===== config.mk =====
export PLATFORM = sky130hd
export DESIGN_NAME = usb3_scramble_skp_flat
export DESIGN_NICKNAME = d
export VERILOG_FILES = /design/src/rtl/usb3_scramble_skp_if.sv /design/src/rtl/usb3_scramble_skp.sv /design/src/flat_wrapper.sv
export SDC_FILE = /design/constraint.sdc
export NUM_CORES = 1
export LEC_CHECK = 0
export CAP_MARGIN = 20
export CORE_MARGIN = 3
export CORE_UTILIZATION = 54
export CTS_BUF_LIST = sky130_fd_sc_hd__clkbuf_8
export DETAILED_ROUTE_END_ITERATION = 16
export PLACE_DENSITY = 0.83
export SLEW_MARGIN = 0
export SYNTH_ARGS = -nofsm -noshare
export SYNTH_HDL_FRONTEND = slang
export SYNTH_SLANG_ARGS = --single-unit
export TNS_END_PERCENT = 100

===== constraint.sdc =====
create_clock -name local_clk -period 3.9 [get_ports local_clk]
set_clock_uncertainty 0.2 [all_clocks]
set_input_delay 1.17 -clock local_clk [delete_from_list [all_inputs] [get_ports local_clk]]
set_output_delay 1.17 -clock local_clk [all_outputs]
set_load 0.01 [all_outputs]

===== src/rtl/usb3_scramble_skp_if.sv =====
// usb3_scramble_skp_if: link-layer input stream and PIPE TX output bundle for usb3_scramble_skp.
// master = link-layer/PIPE side, slave = the scrambler block.
interface usb3_scramble_skp_if;
  logic        enable;
  logic [31:0] in_data;
  logic [3:0]  in_datak;
  logic        in_valid;
  logic        in_ready;
  logic        in_scr_bypass;
  logic [31:0] out_data;
  logic [3:0]  out_datak;
  logic        out_active;
  logic        skp_inserted;
  logic [1:0]  skp_owed;

  modport master (
    output enable, in_data, in_datak, in_valid, in_scr_bypass,
    input  in_ready, out_data, out_datak, out_active, skp_inserted, skp_owed
  );

  modport slave (
    input  enable, in_data, in_datak, in_valid, in_scr_bypass,
    output in_ready, out_data, out_datak, out_active, skp_inserted, skp_owed
  );
endinterface


===== src/rtl/usb3_scramble_skp.sv =====
// usb3_scramble_skp: USB 3.0 TX scrambler, 4 symbols per cycle, with SKP ordered-set insertion.
// Lane 3 ([31:24]) is first on the wire; the LFSR is stepped through lanes 3..0 each cycle.
// Optional macro USB3_TX_SKP_INSERT_EN adds the SKP credit counter, insertion and backpressure;
// without it in_ready only follows reset and skp_inserted/skp_owed read 0.
module usb3_scramble_skp #(
  parameter int unsigned SKP_INTERVAL = 88,
  parameter int unsigned SKP_OWED_MAX = 2
) (
  input logic               local_clk,
  input logic               reset,
  usb3_scramble_skp_if.slave link
);

  localparam logic [7:0]  SymCom   = 8'hBC;
  localparam logic [7:0]  SymSkp   = 8'h3C;
  localparam logic [15:0] LfsrSeed = 16'hFFFF;
  // x^16 + x^5 + x^4 + x^3 + 1, Galois form shifting towards bit 15
  localparam logic [15:0] LfsrTaps = 16'h0039;
  localparam logic [31:0] SkpWord  = 32'h3C3C3C3C;

  if (SKP_OWED_MAX < 2 || SKP_OWED_MAX > 3) begin : g_bad_owed_max
    $error("usb3_scramble_skp: SKP_OWED_MAX must be 2 or 3");
  end
  if (SKP_INTERVAL < 2) begin : g_bad_interval
    $error("usb3_scramble_skp: SKP_INTERVAL must be at least 2");
  end

  // Eight serial Galois steps = one symbol's worth of LFSR advance.
  function automatic logic [15:0] lfsr_adv8(input logic [15:0] s);
    logic [15:0] r;
    r = s;
    for (int i = 0; i < 8; i++) begin
      r = {r[14:0], 1'b0} ^ (r[15] ? LfsrTaps : 16'h0000);
    end
    return r;
  endfunction

  // Bit i of the scrambler byte is the LFSR output on step i, i.e. s[15-i].
  function automatic logic [7:0] scr_byte(input logic [15:0] s);
    logic [7:0] b;
    for (int i = 0; i < 8; i++) begin
      b[i] = s[15-i];
    end
    return b;
  endfunction

  logic        accept;
  logic        skp_go;
  logic [15:0] lfsr_q;
  logic [15:0] lfsr_d;
  logic [31:0] scr_data;
  logic [7:0]  lane_sym;
  logic        lane_k;
  logic [31:0] out_data_q;
  logic [3:0]  out_datak_q;
  logic        out_active_q;
  logic        skp_inserted_q;

  assign accept = link.in_valid & link.in_ready;

`ifdef USB3_TX_SKP_INSERT_EN
  localparam int unsigned     CntW    = $clog2(SKP_INTERVAL);
  localparam logic [CntW-1:0] CntLast = CntW'(SKP_INTERVAL - 1);
  localparam logic [1:0]      OwedMax = 2'(SKP_OWED_MAX);

  logic [CntW-1:0] cnt_q;
  logic [CntW-1:0] cnt_d;
  logic [1:0]      owed_q;
  logic [1:0]      owed_d;
  logic            owed_full;
  logic            credit_wrap;

  assign owed_full     = (owed_q == OwedMax);
  assign link.in_ready = ~reset & ~owed_full;
  // Idle cycles are used first; a full credit count stalls the input for one SKP word.
  assign skp_go        = (owed_q != 2'd0) & (~link.in_valid | owed_full);
  assign link.skp_owed = owed_q;

  // Credit counter: one SKP credit per SKP_INTERVAL non-SKP output words, owed count saturates.
  always_comb begin
    credit_wrap = accept && (cnt_q == CntLast);
    cnt_d       = cnt_q;
    if (accept) begin
      cnt_d = credit_wrap ? '0 : cnt_q + 1'b1;
    end
    owed_d = owed_q;
    if (credit_wrap && !skp_go && !owed_full) begin
      owed_d = owed_q + 2'd1;
    end else if (skp_go && !credit_wrap) begin
      owed_d = owed_q - 2'd1;
    end
  end

  // Credit state registers.
  always_ff @(posedge local_clk or posedge reset) begin
    if (reset) begin
      cnt_q  <= '0;
      owed_q <= 2'd0;
    end else begin
      cnt_q  <= cnt_d;
      owed_q <= owed_d;
    end
  end
`else
  assign link.in_ready = ~reset;
  assign skp_go        = 1'b0;
  assign link.skp_owed = 2'd0;
`endif

  // Scramble lanes 3..0 in wire order; COM reseeds for the next lane, SKP freezes the LFSR.
  always_comb begin
    lfsr_d   = lfsr_q;
    scr_data = '0;
    lane_sym = '0;
    lane_k   = 1'b0;
    for (int l = 3; l >= 0; l--) begin
      lane_sym = link.in_data[8*l +: 8];
      lane_k   = link.in_datak[l];
      if (lane_k && lane_sym == SymCom) begin
        scr_data[8*l +: 8] = lane_sym;
        lfsr_d             = LfsrSeed;
      end else if (lane_k && lane_sym == SymSkp) begin
        scr_data[8*l +: 8] = lane_sym;
      end else begin
        if (!lane_k && link.enable && !link.in_scr_bypass) begin
          scr_data[8*l +: 8] = lane_sym ^ scr_byte(lfsr_d);
        end else begin
          scr_data[8*l +: 8] = lane_sym;
        end
        lfsr_d = lfsr_adv8(lfsr_d);
      end
    end
  end

  // Output word register: SKP word, scrambled input word, or an all-zero idle cycle.
  always_ff @(posedge local_clk or posedge reset) begin
    if (reset) begin
      out_data_q     <= '0;
      out_datak_q    <= '0;
      out_active_q   <= 1'b0;
      skp_inserted_q <= 1'b0;
      lfsr_q         <= LfsrSeed;
    end else if (skp_go) begin
      out_data_q     <= SkpWord;
      out_datak_q    <= 4'b1111;
      out_active_q   <= 1'b1;
      skp_inserted_q <= 1'b1;
    end else if (accept) begin
      out_data_q     <= scr_data;
      out_datak_q    <= link.in_datak;
      out_active_q   <= 1'b1;
      skp_inserted_q <= 1'b0;
      lfsr_q         <= lfsr_d;
    end else begin
      out_data_q     <= '0;
      out_datak_q    <= '0;
      out_active_q   <= 1'b0;
      skp_inserted_q <= 1'b0;
    end
  end

  assign link.out_data     = out_data_q;
  assign link.out_datak    = out_datak_q;
  assign link.out_active   = out_active_q;
  assign link.skp_inserted = skp_inserted_q;

endmodule


===== src/flat_wrapper.sv =====
// flat-port wrapper written by rule: the top's interface ports become plain ports
module usb3_scramble_skp_flat 
#(
  parameter int unsigned SKP_INTERVAL = 88,
  parameter int unsigned SKP_OWED_MAX = 2
)
  (local_clk, reset, link_enable, link_in_data, link_in_datak, link_in_valid, link_in_scr_bypass, link_in_ready, link_out_data, link_out_datak, link_out_active, link_skp_inserted, link_skp_owed);
  usb3_scramble_skp_if link_i ();
  input logic local_clk;
  input logic reset;
  input wire logic [$bits(link_i.enable)-1:0] link_enable;
  input wire logic [$bits(link_i.in_data)-1:0] link_in_data;
  input wire logic [$bits(link_i.in_datak)-1:0] link_in_datak;
  input wire logic [$bits(link_i.in_valid)-1:0] link_in_valid;
  input wire logic [$bits(link_i.in_scr_bypass)-1:0] link_in_scr_bypass;
  output wire logic [$bits(link_i.in_ready)-1:0] link_in_ready;
  output wire logic [$bits(link_i.out_data)-1:0] link_out_data;
  output wire logic [$bits(link_i.out_datak)-1:0] link_out_datak;
  output wire logic [$bits(link_i.out_active)-1:0] link_out_active;
  output wire logic [$bits(link_i.skp_inserted)-1:0] link_skp_inserted;
  output wire logic [$bits(link_i.skp_owed)-1:0] link_skp_owed;
  assign link_i.enable = link_enable;
  assign link_i.in_data = link_in_data;
  assign link_i.in_datak = link_in_datak;
  assign link_i.in_valid = link_in_valid;
  assign link_i.in_scr_bypass = link_in_scr_bypass;
  assign link_in_ready = link_i.in_ready;
  assign link_out_data = link_i.out_data;
  assign link_out_datak = link_i.out_datak;
  assign link_out_active = link_i.out_active;
  assign link_skp_inserted = link_i.skp_inserted;
  assign link_skp_owed = link_i.skp_owed;
  usb3_scramble_skp #(.SKP_INTERVAL(SKP_INTERVAL), .SKP_OWED_MAX(SKP_OWED_MAX)) u_core (.local_clk(local_clk), .reset(reset), .link(link_i));
endmodule

# Word level (Yosys, flattened, before mapping)
# Cells that the tools add are included.
dict set report word_totals {
  regBits 53
  output_inout_bits 41
}
dict set report classes {
  n_eq_ne 8
  muxes 55
  n_bitwise 38
  reduce_logical 21
}
# operator n
set op_table {}
lappend op_table {{$xor 16x16->16} 32}
lappend op_table {{$mux 6} 32}
lappend op_table {{$mux 16} 8}
lappend op_table {{$mux 8} 12}
lappend op_table {{$eq 8x6->1 const B} 4}
lappend op_table {{$eq 8x8->1 const B} 4}
lappend op_table {{$mux 32} 1}
lappend op_table {{$xor 8x8->8} 4}
lappend op_table {{$logic_and 1x1->1} 16}
lappend op_table {{$logic_not 1->1} 5}
lappend op_table {{$mux 4} 1}
lappend op_table {{$and 1x1->1} 1}
lappend op_table {{$mux 1} 1}
lappend op_table {{$not 1->1} 1}

# Depth between registers and ports, before layout
# Gate-level depths: netlist of run 1.
dict set report depth {
  word_depth 72
  depth_mapped 12
}

# Least setup slack after synthesis of run 1
# Ideal clock, no wire load.
dict set report synth_path {
  path_kind {input port to flip-flop}
  startpoint {in link_in_data[30]}
  endpoint {reg u_core.lfsr_q[10]}
  arrival_time_ps 3678
  t_required_ps 3628
  slack_ps -50
  path_stages 11
  path_buffers 1
  cell_sequence {or4b_4 -> nor2_4 -> buf_6 -> mux2i_1 -> xor2_1 -> xor2_1 -> a21oi_1 -> xor2_1 -> xnor2_1 -> o22ai_1 -> o21ai_1}
}
dict set report synth_via {
  elab_chain_len 36
}
# element line_no
set synth_rtl {}
lappend synth_rtl {{start: declaration} flat_wrapper.sv:12} ;# input wire logic [$bits(link_i.in_data)-1:0] link_in_data;
lappend synth_rtl {{$eq 8x6->1} usb3_scramble_skp.sv:122} ;# end else if (lane_k && lane_sym == SymSkp) begin
lappend synth_rtl {{$logic_and 1x1->1} usb3_scramble_skp.sv:122}
lappend synth_rtl {{$mux 16} usb3_scramble_skp.sv:122}
lappend synth_rtl {{$mux 16 *} usb3_scramble_skp.sv:119} ;# if (lane_k && lane_sym == SymCom) begin
lappend synth_rtl {{$mux 6 / $xor 16x16->16 (equally long branches)} usb3_scramble_skp.sv:33} ;# r = {r[14:0], 1'b0} ^ (r[15] ? LfsrTaps : 16'h0000);
lappend synth_rtl {{$xor 16x16->16 / $mux 6 (equally long branches) (7 in a row)} usb3_scramble_skp.sv:33}
lappend synth_rtl {{$xor 16x16->16} usb3_scramble_skp.sv:33}
lappend synth_rtl {{$mux 16 *} usb3_scramble_skp.sv:122}
lappend synth_rtl {{[... 7 more ...]} -}
lappend synth_rtl {{$xor 16x16->16 (2 in a row)} usb3_scramble_skp.sv:33}
lappend synth_rtl {{$xor 16x16->16 / $mux 16 (equally long branches)} {usb3_scramble_skp.sv:33, usb3_scramble_skp.sv:122}}
lappend synth_rtl {{$mux 16 *} usb3_scramble_skp.sv:122}
lappend synth_rtl {{$mux 16 *} usb3_scramble_skp.sv:119}
lappend synth_rtl {{$xor 16x16->16 / $mux 6 (equally long branches) (2 in a row)} usb3_scramble_skp.sv:33}
lappend synth_rtl {{$xor 16x16->16 (6 in a row)} usb3_scramble_skp.sv:33}
lappend synth_rtl {{$mux 16 *} usb3_scramble_skp.sv:122}
lappend synth_rtl {{$mux 16 *} usb3_scramble_skp.sv:119}
lappend synth_rtl {{end signal: assignment} usb3_scramble_skp.sv:142} ;# lfsr_q <= LfsrSeed;
lappend synth_rtl {{end signal: assignment} usb3_scramble_skp.sv:153} ;# lfsr_q <= lfsr_d;
lappend synth_rtl {{end: declaration} usb3_scramble_skp.sv:49} ;# logic [15:0] lfsr_q;
# Mark *: on every way between the ends. The rest lies on a longest branch, timed or not.
# A chain may end at the register's enable or synchronous reset.

# Worst setup path after layout of run 1
dict set report layout_path {
  startpoint {in link_in_data[31]}
  endpoint {reg u_core.out_data_q[4], in the netlist u_core.link.out_data[4]}
}
dict set report layout_via {
  elab_chain_len 30
}
# element line_no
set layout_rtl {}
lappend layout_rtl {{$eq 8x6->1} usb3_scramble_skp.sv:122}
lappend layout_rtl {{$logic_and 1x1->1} usb3_scramble_skp.sv:122}
lappend layout_rtl {{$mux 16} usb3_scramble_skp.sv:122}
lappend layout_rtl {{$mux 16 *} usb3_scramble_skp.sv:119}
lappend layout_rtl {{$xor 16x16->16 (4 in a row)} usb3_scramble_skp.sv:33}
lappend layout_rtl {{$mux 6 / $xor 16x16->16 (equally long branches)} usb3_scramble_skp.sv:33}
lappend layout_rtl {{$xor 16x16->16 (2 in a row)} usb3_scramble_skp.sv:33}
lappend layout_rtl {{$xor 16x16->16 / $mux 6 (equally long branches)} usb3_scramble_skp.sv:33}
lappend layout_rtl {{[... 4 more ...]} -}
lappend layout_rtl {{$xor 16x16->16 (7 in a row)} usb3_scramble_skp.sv:33}
lappend layout_rtl {{$mux 16 *} usb3_scramble_skp.sv:122}
lappend layout_rtl {{$mux 16 *} usb3_scramble_skp.sv:119}
lappend layout_rtl {{$xor 8x8->8 *} usb3_scramble_skp.sv:126} ;# scr_data[8*l +: 8] = lane_sym ^ scr_byte(lfsr_d);
lappend layout_rtl {{$mux 8 *} usb3_scramble_skp.sv:125} ;# if (!lane_k && link.enable && !link.in_scr_bypass) begin
lappend layout_rtl {{$mux 8 *} usb3_scramble_skp.sv:122}
lappend layout_rtl {{$mux 8 *} usb3_scramble_skp.sv:119}
lappend layout_rtl {{$mux 32 *} usb3_scramble_skp.sv:148} ;# end else if (accept) begin
lappend layout_rtl {{end signal: assignment} usb3_scramble_skp.sv:144} ;# out_data_q <= SkpWord;
lappend layout_rtl {{end signal: assignment} usb3_scramble_skp.sv:149} ;# out_data_q <= scr_data;
lappend layout_rtl {{end: declaration} usb3_scramble_skp.sv:54} ;# logic [31:0] out_data_q;
# Marked as above.

==> results of run 1 <==
-- through the flow --
step,hold WS [ps],instance area [sq um]
5_1_grt,354,6270
6_report,319,6270
4_1_cts,321,5960
3_5_place_dp,305,5690
3_3_place_gp,289,5690
2_1_floorplan,270,4200
-- critical path, cell delays in order --
cell and delay [ps]:
clkdlybuf4s50_1 630, buf_4 190, nor2_1 60, nor3_1 300
a21oi_2 130, a211oi_4 250, xnor2_1 110, buf_4 160
xor2_2 190, a21oi_4 260, buf_4 160, nand2_1 70
xor2_1 190, nor2_1 50
-- Yosys cell counts, drive strengths merged, types with 5 or more instances --
cell type,count
o22ai,10
nand2,42
dfstp,16
o21ai,31
dfrtp,37
a21oi,30
clkbuf,27
nand3,5
nor2,63
buf,13
nor3,20
or3,11
a211oi,7
or4,6
xor2,48
xnor2,61
-- final timing paths --
path | startpoint | end | cells past startpoint
setup / recovery | link_in_data[31] | u_core.link.out_data[4] | 14
max in group asynchronous | reset | u_core.link.out_data[25] | 3
setup reg to reg | u_core.lfsr_q[14] | u_core.lfsr_q[5] | 11
hold reg to reg | u_core.lfsr_q[2] | u_core.lfsr_q[2] | 2
min in group asynchronous | reset | u_core.link.out_data[15] | 3
hold / removal | u_core.lfsr_q[2] | u_core.lfsr_q[2] | 2
-- routing by layer --
layer,GRT usage,part of all wire,vias up
li1,-,-,2012
met5,0,0,-
met3,0.0697,0.10,59
met4,0.137,0.043,0
met1,0.439,0.38,2186
met2,0.548,0.47,292
-- flip-flops by register name, summed over array words and instances (netlist names) --
register,flops
u_core.lfsr_q,16
u_core.link.out_data,32
u_core.link.out_datak,4
u_core.link.out_active,1
-- area by class of cell --
type                       count  area, sq um  area share
tap                           99          124      0.0198
sequential                    53         1350       0.215
multi-input combinational    398         2980       0.475
clock buffer                   5         68.8      0.0110
clock inverter                 3         26.3     0.00419
inverter                       3         11.3     0.00180
timing repair buffer         199         1720       0.274
-- logic make-up (layout without fill, tap and decap cells) --
group,count (synthesis),count (layout)
and+or+nand+nor,175,175
xor gates and xnor gates,112,112
DFF,53,53
AOI/OAI and AO/OA,103,103
buffers and inverters,43,210
other,1,3
muxes,5,5
-- what timing repair did --
item                       in CTS  in global routing
hold buffers                    0                  0
pin swaps                      17                 26
buffers inserted               11                  9
resized for setup              26                 55
setup endpoints to repair      24                 22
gates cloned                    1                  0
hold endpoints to repair        0                  0
==> results_dict.tcl, run 1 <==
set metrics [dict create \
    status "finished with violations" \
    violations "negative setup slack" \
    die_height_microns 94.1 \
    hpwl_microns 11000 \
    synth-seq-cells 53 \
    ys_seq_area_frac 0.321 \
    fin_cells 760 \
    synth.distinct_cells 63 \
    synth-simple-area-share 0.207 \
    die_w_microns 94.1 \
    ant_nets 0 \
    io_buffers 78 \
    critPathKind "input pin to register" \
    die-area_sq_um 8850 \
    cts_inserted_buffers 5 \
    cp_max_fo 6 \
    clock_path_buffers 2 \
    final_hold_viol_count 0 \
    syn_inst 492 \
    worstSetupStartpointType "input pin" \
    wirelength_microns 15500 \
    setup_viol 2 \
    grt_max_degree 54 \
    insertion_delay_ps 320 \
    dpl.cell_count 731 \
    first_global_vias 4369 \
    final.setup.worst_slack_ps -14.5 \
    period_minus_slack_ps 3910 \
    critPathArrivalTime_ps 3920 \
    synth.avg_cell_area_sq_um 8.51 \
    vias 4549 \
    mostFrequentLayoutCells "117 x buf_4, 63 x clkdlybuf4s50_1, 61 x nor2_1" \
    fin_nets 701 \
    cts_root_buf "clkbuf_8" \
    hold_path.class "register to register" \
    post-place-ws_ps -614 \
    grt_use_total 0.338 \
    synth_compound_area_frac 0.165 \
    synth.mux.area_fraction 0.0122 \
    area_growth_pct 49.6 \
    endpoint_kind "register" \
    post-route-drc-count 0 \
    synth_xor_area_frac 0.248 \
    numClockSinks 53 \
    fmax_mhz 255 \
    netlist_area_sq_um 4190 \
    drt_iter0_drc 522 \
    yosys_warnings 0 \
    route.detailed.wl_per_inst_microns 20.4 \
    required_ps 3900 \
    grt_overflow_total 0 \
    coreArea_sq_um 7370 \
    drive_gt1_frac 0.321 \
    antenna_found_initial 0 \
    netlist.area_leader.share 0.221 \
    synth_edf_count 0 \
    core.rowCount 31 \
    path_clk_slew_ps 120 \
    vias_per_cell 5.99 \
    gp_congestion 0.988 \
    synthFlopType "dfrtp_1" \
    initial_utilization 0.568 \
    async_flop_share 1.00 \
    diodes 0 \
    grt_pass1_wl_microns 22700 \
    period_share 1.00 \
    cap_violations 0 \
    final_common_cell "buf_4" \
    htreeDepth 2 \
    relSlewSlack 0.515 \
    cts_tree "done" \
    drt_pass1_iterations 6 \
    yosys-top-cells-area "dfrtp_1 22%, xnor2_1 13%, dfstp_2 10%" \
    fill_cells 433 \
    fin_tns_setup_ps -22.3 \
    pin_count 82 \
    synth_adder_area_share 0 \
    synth.largest_area_cell "dfrtp_1" \
    synth_top_family_by_area "XOR/XNOR gates" \
    tightest_slew_ps 722 \
    slew_viol_final 0 \
    utilization 0.851 \
    rrSetupSlack_ps 540 \
]
Power of run 1 is not shown: default switching activity piles up to over one toggle a cycle in this logic, so the estimate is an artifact.
==> run 2, diff against run 1 <==
Settings changed: CORE_UTILIZATION 54 to 53, CTS_BUF_LIST sky130_fd_sc_hd__clkbuf_8 to sky130_fd_sc_hd__clkbuf_16, PLACE_DENSITY 0.83 to 0.82.
==> run 2 against run 1 <==
  * The flow still finishes with violations (negative setup slack)
  * Sequential share of layout area down 0.20 points
  * Die area is 1.8% higher
  * Non-clock buffer count down 4
  * Worst setup slack worse by 58 ps
  * First-iteration DRC count is 20% lower
==> results_dict.tcl, run 2 (synthesized netlist as in run 1, its figures left out) <==
set metrics [dict create \
    status "finished with violations" \
    violations "negative setup slack" \
    utilization 0.849 \
    path_clk_slew_ps 80 \
    fin_tns_setup_ps -112 \
    cts_root_buf "clkbuf_16" \
    worstSetupStartpointType "input pin" \
    critPathArrivalTime_ps 3990 \
    io_buffers 78 \
    multiInputGateArea_sq_um 2960 \
    vias 4593 \
    grt_pass1_wl_microns 22800 \
    regArea_sq_um 1350 \
    setup_viol 4 \
    largest_reg_flops 32 \
    fill_cells 412 \
    final_hold_viol_count 0 \
    area_growth_pct 51.0 \
    slew_viol_final 0 \
    grt_overflow_total 0 \
    wirelength_microns 15700 \
    post-route-drc-count 0 \
    relSlewSlack 0.543 \
    drive_gt1_frac 0.309 \
    gp_congestion 1.01 \
    dpl.cell_count 735 \
    hold_path.class "register to register" \
    rr_worst_depth 11 \
    fmax_mhz 252 \
    crit_path_end "u_core.lfsr_q[8]" \
    initial_utilization 0.563 \
    final.setup.worst_slack_ps -72.4 \
    drt_iter0_drc 420 \
    cp_max_fo 6 \
    period_share 1.02 \
    die_height_microns 94.9 \
    insertion_delay_ps 310 \
    core.rowCount 31 \
    r2r-start "u_core.lfsr_q[9]" \
    die-area_sq_um 9010 \
    die_w_microns 94.9 \
    first_global_vias 4434 \
    fin_nets 697 \
    fin_area_sq_um 6330 \
    hpwl_microns 11200 \
    grt_use_total 0.333 \
    clock_path_buffers 2 \
    period_minus_slack_ps 3970 \
    mostFrequentLayoutCells "106 x buf_4, 61 x nor2_1, 61 x clkdlybuf4s50_1" \
    antenna_found_initial 0 \
    drt_pass1_iterations 6 \
    cts_tree "done" \
    endpoint_kind "register" \
    cts_inserted_buffers 5 \
    dpl-instance-area_sq_um 5720 \
    critPathKind "input pin to register" \
    tightest_slew_ps 685 \
    pin_count 82 \
    grt_max_degree 54 \
    numClockSinks 53 \
    fin_cells 756 \
    route.detailed.wl_per_inst_microns 20.7 \
    vias_per_cell 6.08 \
    required_ps 3910 \
    cap_violations 0 \
    rrSetupSlack_ps 630 \
    crit_start "link_in_data[24]" \
    final_common_cell "buf_4" \
    reg2reg_to "u_core.lfsr_q[8]" \
    ant_nets 0 \
    rsz0062_at_grt "true" \
    cts_hold_buf 0 \
    htreeDepth 2 \
    diodes 0 \
    coreArea_sq_um 7450 \
]
-- run 2: cell count changes in the layout (fill, tap and decap cells not counted), sizes merged --
cell / before / now
clkdlybuf4s50: 63 / 61
clkbuf: 9 / 7
buf: 121 / 119
dlygate4sd2: 1 / 4
dlymetal6s2s: 10 / 9
-- run 2: area by class of cell --
cell class / count / area share
clock buffer: 5 / 0.0198
clock inverter: 3 / 0.00415
inverter: 3 / 0.00178
multi-input combinational: 398 / 0.468
sequential: 53 / 0.213
tap: 99 / 0.0196
timing repair buffer: 195 / 0.274
-- run 2: worst min-delay path by stage --
| stage | start | slack [ps] | endpoint | cells past startpoint |
|---|---|---|---|---|
| finish | u_core.lfsr_q[2] | 330 | u_core.lfsr_q[2] | 2 |
| global route | u_core.lfsr_q[2] | 350 | u_core.lfsr_q[2] | 2 |
| CTS | u_core.lfsr_q[2] | 320 | u_core.lfsr_q[2] | 2 |
| detailed placement | u_core.lfsr_q[2] | 310 | u_core.lfsr_q[2] | 2 |
| global placement | u_core.lfsr_q[0] | 300 | u_core.lfsr_q[0] | 2 |
| floorplan | u_core.lfsr_q[1] | 270 | u_core.lfsr_q[1] | 2 |
-- run 2: per-layer routing --
| metal | global-route usage | wire length, microns | up-vias |
|---|---|---|---|
| met3 | 0.0582 | 1530 | 62 |
| met1 | 0.443 | 6100 | 2208 |
| li1 | - | - | 2005 |
| met5 | 0 | 0 | - |
| met2 | 0.550 | 7460 | 318 |
| met4 | 0.109 | 582 | 0 |
-- run 2: what timing repair did --
action,4_1_cts,5_1_grt
setup endpoints to repair,24,24
setup buffers,7,3
resized for setup,39,52
pin swaps,18,21
gates cloned,2,1
-- run 2: per-stage QoR --
stage	worst slack (ps)	hold WS, ps
CTS	3.28	318
finish	-72.4	327
global placement	-667	301
floorplan	7.55	270
global route	-148	353
detailed placement	-744	306
-- run 2: worst max-delay path, cell delays in order --
cell and delay (ps):
buf_8 90, or4b_4 620, buf_8 180, nor3_4 190
a21oi_2 70, a211oi_4 340, xnor2_1 140, buf_4 180
xor2_4 150, a21oi_4 300, xor2_2 210, xor2_1 230
a21oi_1 100
Power of run 2 is left out for the same reason.
==> run 3, diff against run 2 <==
Settings changed: CTS_CLUSTER_DIAMETER from default to 40, SLEW_MARGIN 0 to default.
==> results of run 3 <==
The final DEF is identical to that of run 2; final timing and power are the same.
Power of run 3 is left out for the same reason.
